### src/rtl/cost_arb_pkg.sv
// rtl/cost_arb_pkg.sv - shared widths and owner-state encoding for cost_arb
//
// Purpose : common definitions for the cost-table arbiter and its picker.
// Contents: IDX_W  - width of worker/job index
//           COST_W - width of a cost-table entry
//           NREQ   - number of requesters
//           own_state_e - burst-ownership FSM states
package cost_arb_pkg;

  localparam int IDX_W  = 3;
  localparam int COST_W = 7;
  localparam int NREQ   = 2;

  typedef enum logic [1:0] {
    ST_IDLE = 2'd0,
    ST_OWN0 = 2'd1,
    ST_OWN1 = 2'd2
  } own_state_e;

endpackage

### src/rtl/rr_pick2.sv
// rtl/rr_pick2.sv - two-way round-robin picker
//
// Purpose : picks at most one winner among two requesters.
// Ports   : req_i  [NREQ] - raw request vector
//           mask_i [NREQ] - eligibility mask (owner lock narrows this)
//           last_i        - last granted requester index
//           win_o  [NREQ] - one-hot-or-zero winner
module rr_pick2
  import cost_arb_pkg::*;
(
  input  logic [NREQ-1:0] req_i,
  input  logic [NREQ-1:0] mask_i,
  input  logic            last_i,
  output logic [NREQ-1:0] win_o
);

  logic [NREQ-1:0] eff;

  assign eff = req_i & mask_i;

  // Contention goes to whoever was not granted last; otherwise the lone
  // eligible requester (or nobody) wins.
  always_comb begin
    win_o = eff;
    if (eff == 2'b11) begin
      win_o = last_i ? 2'b01 : 2'b10;
    end
  end

endmodule

### src/rtl/cost_arb.sv
// rtl/cost_arb.sv - two-requester round-robin arbiter for a shared cost table
//
// Purpose : grants one requester per cycle access to a combinational cost
//           table and returns the looked-up cost one cycle later.
// Config  : COST_ARB_LOCK_EN - compiles in burst ownership (LOCK input);
//           without it LOCK is ignored and arbitration is per-cycle.
// Ports   : CLK, RST            - clock, asynchronous active-high reset
//           REQ [2]             - per-requester request
//           W0/J0, W1/J1 [3]    - worker/job index per requester
//           LOCK [2]            - per-requester hold-ownership request
//           GNT [2]             - combinational one-hot-or-zero grant
//           W, J [3]            - table address of the granted requester
//           Cost [7]            - table data, valid with W/J
//           RDATA [7], RVALID[2]- registered cost and its owner
module cost_arb
  import cost_arb_pkg::*;
(
  input  logic              CLK,
  input  logic              RST,
  input  logic [NREQ-1:0]   REQ,
  input  logic [IDX_W-1:0]  W0,
  input  logic [IDX_W-1:0]  J0,
  input  logic [IDX_W-1:0]  W1,
  input  logic [IDX_W-1:0]  J1,
  input  logic [NREQ-1:0]   LOCK,
  output logic [NREQ-1:0]   GNT,
  output logic [IDX_W-1:0]  W,
  output logic [IDX_W-1:0]  J,
  input  logic [COST_W-1:0] Cost,
  output logic [COST_W-1:0] RDATA,
  output logic [NREQ-1:0]   RVALID
);

  own_state_e        state_q, state_d;
  logic              last_q, last_d;
  logic [COST_W-1:0] rdata_q, rdata_d;
  logic [NREQ-1:0]   rvalid_q;
  logic [NREQ-1:0]   mask;
  logic [NREQ-1:0]   win;
  logic [NREQ-1:0]   gnt;

  // An owner holds the table exclusively for the whole burst, including the
  // release cycle where it has dropped REQ (nobody is granted then).
  always_comb begin
    case (state_q)
      ST_OWN0: mask = 2'b01;
      ST_OWN1: mask = 2'b10;
      default: mask = 2'b11;
    endcase
  end

  rr_pick2 u_pick (
    .req_i  (REQ),
    .mask_i (mask),
    .last_i (last_q),
    .win_o  (win)
  );

  // Grant is suppressed combinationally while reset is asserted.
  assign gnt = RST ? '0 : win;
  assign GNT = gnt;

  always_comb begin
    W = '0;
    J = '0;
    if (gnt[1]) begin
      W = W1;
      J = J1;
    end else if (gnt[0]) begin
      W = W0;
      J = J0;
    end
  end

  assign rdata_d = (|gnt) ? Cost : rdata_q;

  always_comb begin
    state_d = state_q;
    last_d  = last_q;
    if (|gnt) begin
      last_d = gnt[1];
    end
`ifdef COST_ARB_LOCK_EN
    case (state_q)
      ST_IDLE: begin
        if (gnt[0] && LOCK[0]) begin
          state_d = ST_OWN0;
        end else if (gnt[1] && LOCK[1]) begin
          state_d = ST_OWN1;
        end
      end
      ST_OWN0: begin
        // Leaving marks the owner as last so the other side wins next.
        if (!REQ[0] || !LOCK[0]) begin
          state_d = ST_IDLE;
          last_d  = 1'b0;
        end
      end
      ST_OWN1: begin
        if (!REQ[1] || !LOCK[1]) begin
          state_d = ST_IDLE;
          last_d  = 1'b1;
        end
      end
      default: state_d = ST_IDLE;
    endcase
`else
    state_d = ST_IDLE;
`endif
  end

`ifndef COST_ARB_LOCK_EN
  logic unused_lock;
  assign unused_lock = ^LOCK;
`endif

  always_ff @(posedge CLK or posedge RST) begin
    if (RST) begin
      state_q  <= ST_IDLE;
      last_q   <= 1'b1;
      rdata_q  <= '0;
      rvalid_q <= '0;
    end else begin
      state_q  <= state_d;
      last_q   <= last_d;
      rdata_q  <= rdata_d;
      rvalid_q <= gnt;
    end
  end

  assign RDATA  = rdata_q;
  assign RVALID = rvalid_q;

endmodule

### config.mk
export PLATFORM = sky130hd
export DESIGN_NAME = cost_arb
export DESIGN_NICKNAME = d
export VERILOG_FILES = /design/src/rtl/cost_arb_pkg.sv /design/src/rtl/rr_pick2.sv /design/src/rtl/cost_arb.sv
export SDC_FILE = /design/constraint.sdc
export NUM_CORES = 1
export LEC_CHECK = 0
export ABC_AREA = 0
export CORE_MARGIN = 2
export CORE_UTILIZATION = 30
export DETAILED_ROUTE_END_ITERATION = 10
export GPL_ROUTABILITY_DRIVEN = 0
export GPL_TIMING_DRIVEN = 1
export PLACE_DENSITY = 0.69
export SLEW_MARGIN = 40
export SYNTH_ARGS = -nofsm -noshare
export SYNTH_HDL_FRONTEND = slang
export SYNTH_SLANG_ARGS = --single-unit
### constraint.sdc
create_clock -name CLK -period 2.57 [get_ports CLK]
set_input_delay 0.514 -clock CLK [delete_from_list [all_inputs] [get_ports CLK]]
set_output_delay 0.514 -clock CLK [all_outputs]
set_load 0.02 [all_outputs]
# [Yosys cells after proc, flatten, opt, wreduce, memory -nomap -nowiden]
# Cells that the tools add are included.
[op_classes] n_eq_ne=1 muxes=7 reduce_logical=1
[op_table] cell="$mux W3" count=4
[op_table] cell="$mux W2" count=3
[op_table] cell="$eq A2 B2 Y1 const B" count=1
[op_table] cell="$reduce_or A2 Y1" count=1
[totals] reg_bits=10 inputBits=25 wordCells=12

# [Longest topological paths before layout]
[logic_depth] word_depth=5 mapped_depth=3 depth_no_buf=2

# [Modules after synthesis]
# From an unflattened synthesis, not the netlist that was laid out.
[hier_totals] cells_unflattened=48 hier_area_um2=521.8
[by_module_without_submodules] module="cost_arb" n_inst=1 cells_per_inst=45 area_per_inst_um2=501.7
[by_module_without_submodules] module="rr_pick2" n_inst=1 cells_per_inst=3 area_per_inst_um2=20.0

# [Worst setup path before layout]
# OpenSTA, ideal clock, no wires.
[synth_timing] path_type="input-to-output" from="input REQ[1]" to="output J[0]" t_arrival_ns=1.370 setup_slack_ns=0.686 stages=3 path_cell_list="nor2b_1 buf_6 o32ai_1"
[synth_via] elab_chain_len=5
[synth_lines] item="start: declaration" line="cost_arb.sv:20" text="input logic [NREQ-1:0] REQ,"
[synth_lines] item="$eq A2 B2 Y1" line="rr_pick2.sv:25" text="if (eff == 2'b11) begin"
[synth_lines] item="$mux W2 *" line="rr_pick2.sv:25"
[synth_lines] item="$mux W2 *" line="cost_arb.sv:60" text="assign gnt = RST ? '0 : win;"
[synth_lines] item="$mux W3" line="cost_arb.sv:69" text="end else if (gnt[0]) begin"
[synth_lines] item="$mux W3 *" line="cost_arb.sv:66" text="if (gnt[1]) begin"
[synth_lines] item="end: declaration" line="cost_arb.sv:28" text="output logic [IDX_W-1:0] J,"
# Mark *: on every way between the ends. The rest lies on a longest branch, timed or not.

# [Final worst setup path]
[layout_timing] from="input RST" to="output J[1]"
[layout_via] elab_chain_len=3
[layout_lines] item="start: declaration" line="cost_arb.sv:19" text="input logic RST,"
[layout_lines] item="$mux W2 *" line="cost_arb.sv:60"
[layout_lines] item="$mux W3" line="cost_arb.sv:69"
[layout_lines] item="$mux W3 *" line="cost_arb.sv:66"
# Marks and branches as above.

==> flow_summary.yaml <==
grt:
  grt_overflow: 0
  track_usage_pct: 12.94
  grt_max_degree: 15
  antenna_found_initial: 0
  grt_pass1_wl_microns: 2035
  grt_pass1_vias: 553
synthesis:
  ys_types: 14
  synth_warnings: 0
  synth-seq-cells: 10
  synth_largest_area_cell: "dfrtp_1"
  synthesis.area_sq_um: 574.3
  synth.top_cell.area_share_pct: 39.22
  synth_nets: 71
  netlist_instances: 46
  synthTopCellsByArea: "dfrtp_1 (39%), mux2_4 (18%), nand2b_1 (14%), o32ai_1 (7.6%), dfstp_2 (4.6%)"
  yosysSeqAreaShare_pct: 43.79
  synth_area_per_cell_sq_um: 12.48
die:
  die_x_microns: 47.76
  core_sq_um: 1764
  io_pins: 42
  die_height_microns: 47.76
  dieArea_sq_um: 2281
  initial_core_util_pct: 32.55
  rows: 15
clock_tree:
  ctsResizeCount: 9
  holdBufCountCts: 0
  cts_buffers: 3
  h-tree-depth: 1
  cts_buffer_depth: 2
  path_clk_slew_ns: 0.06
  cts_tree: "yes"
  postCtsSetupRepairBufs: 0
  cts_sinks: 10
  clk_latency_ns: 0.26
  cts_root_buffer: "clkbuf_4"
routing:
  ant_nets: 0
  first_pass_iters: 2
  wl_per_cell_microns: 11.37
  drt_wl_total_microns: 1330
  vias: 535
  drt-initial-drc-count: 1
  drc: 0
  vias_per_cell: 4.573
worst_setup_path:
  r2r_end: "RVALID[1]$_DFF_PP0_"
  path_max_fanout: 14
  worstSetupStartpoint: "RST"
  end_kind: "output port"
  critPathArrivalTime_ns: 1.88
  r2r_start: "last_q$_DFFE_PP1P_"
  regToRegSetupSlack_ns: 1.52
  crit_path_cell_trace: "clkdlybuf4s50_1 -> nand2b_1 -> o32ai_1 -> dlygate4sd2_1"
  critPathKind: "in2out"
  cp.required_ns: 2.06
  critPathSlowestCell: "clkdlybuf4s50_1"
  critPathBufInv: 2
  reg2reg_depth: 3
  critical_path.max_stage_delay_ns: 0.56
  critPathLaunchType: "primary input"
  crit_family: "buffers and inverters"
finish:
  nets: 118
  fin_util_pct: 59.29
  final_cell_mix: "clkdlybuf4s50_1 (31), nand2b_1 (13), dfrtp_1 (9), dlygate4sd2_1 (8), mux2_4 (7)"
  area_growth_pct: 82.13
  diodes: 0
  layout_commonest_cell: "clkdlybuf4s50_1"
  drive_gt1_share_pct: 23.91
  n_fill_cell: 167
  fin_cells: 117
hold_path:
  hold_class: "reg2reg"
  hold_start: "RDATA[6]$_DFFE_PP0P_"
  min_to: "RDATA[6]$_DFFE_PP0P_"
  hold_path_depth: 1
timing:
  fin_worst_skew_ns: 0.001849
  rsz0062_at_grt: "no"
  maxSlewViolCount: 0
  hold_viol_final: 0
  period_share_pct: 92.96
  period_needed_ns: 2.389
  fmax_mhz: 418.6
  slew_headroom_pct: 72.46
  worstMarginPinSlew_ns: 0.4127
  setup_viol: 0
  whs_ns: 0.5059
power_and_ir_drop:
  power.density_nw_per_um2: 495.3
  p_seq_share_pct: 36.8
  p_sw_uw: 142.2
  clockPowerShare_pct: 26.6
  irDropWorstVdd_mv: 0.1952
  sw_frac_of_total_pct: 27.45
  internal_power_uw: 375.9
  p_comb_share_pct: 36.6
  leakage_uw: 0.0004723
placed_design:
  dp_hpwl_microns: 1105
  port_buffers: 39
  dp.cells: 113
run_status:
  status: "finished, final reports clean"
run:
  maxCapViolCount: 0
## layout make-up
class	instances	area, sq um	share of cell area (%)
repair buffers	44	417.9	39.95
multi-input cells	32	301.5	28.83
flip-flops and latches	10	251.5	24.04
clock buffers	4	36.28	3.469
well taps	25	31.28	2.990
inverters	2	7.507	0.7177
## synth_stat cells
master    count
a22o_2        1
o32ai_1       5
nor2b_1       1
buf_6         1
dfrtp_1       9
inv_1         2
nand2b_1     13
mux2_4        7
buf_2         1
o32ai_2       1
o21bai_4      1
a21bo_2       1
nor2_1        2
dfstp_2       1
## worst max-delay path by stage
stage	endpoint	slack, ns	cells past startpoint
floorplan	J[0]	0.69	3
global placement	J[1]	-0.17	4
detailed placement	J[2]	-0.17	4
CTS	W[1]	0.15	4
global route	J[0]	0.03	4
finish	J[1]	0.18	4
## worst reg2reg max path: stages (launching register included)
cell     delay, ns
dfstp_2       0.55
a21bo_2       0.21
nor2_1        0.07
buf_4         0.12
## power by group through the flow
stage / Combinational (uW) / Clock (uW) / Sequential [uW]
6_report: 190 / 138 / 191
2_1_floorplan: 78.7 / 0 / 213
4_1_cts: 193 / 143 / 190
3_5_place_dp: 198 / 0 / 192
5_1_grt: 205 / 147 / 193
3_3_place_gp: 197 / 0 / 192
## routing by layer
layer,global-route usage (%),wire [microns],vias to the layer above
met4,8.108,14,0
met2,24.53,654,37
met1,11.09,461,239
li1,-,-,257
met3,4.906,199,2
met5,0,0,-
## metrics by stage
step           power (uW)  setup slack, ns  setup TNS, ns  area (sq um)
2_1_floorplan       292.1           0.6862              0         574.3
3_3_place_gp        388.9          -0.1670         -1.098          1017
3_5_place_dp        390.8          -0.1656         -1.070          1017
4_1_cts             526.1           0.1518              0          1046
5_1_grt             544.7          0.03324              0          1046
6_report            518.1           0.1808              0          1046
## sequential cells by signal, indices dropped and copies added, names as in the netlist
register / flops
RDATA: 7
last_q: 1
RVALID: 2
## kinds of logic after synthesis
family / synth area share [%]
AND/OR/NAND/NOR: 16.56
buffers and inverters: 4.139
flip-flops: 43.79
multiplexers: 18.30
AO/OA/AOI/OAI: 17.21
Note: power is estimated with default switching activity, not from simulation.
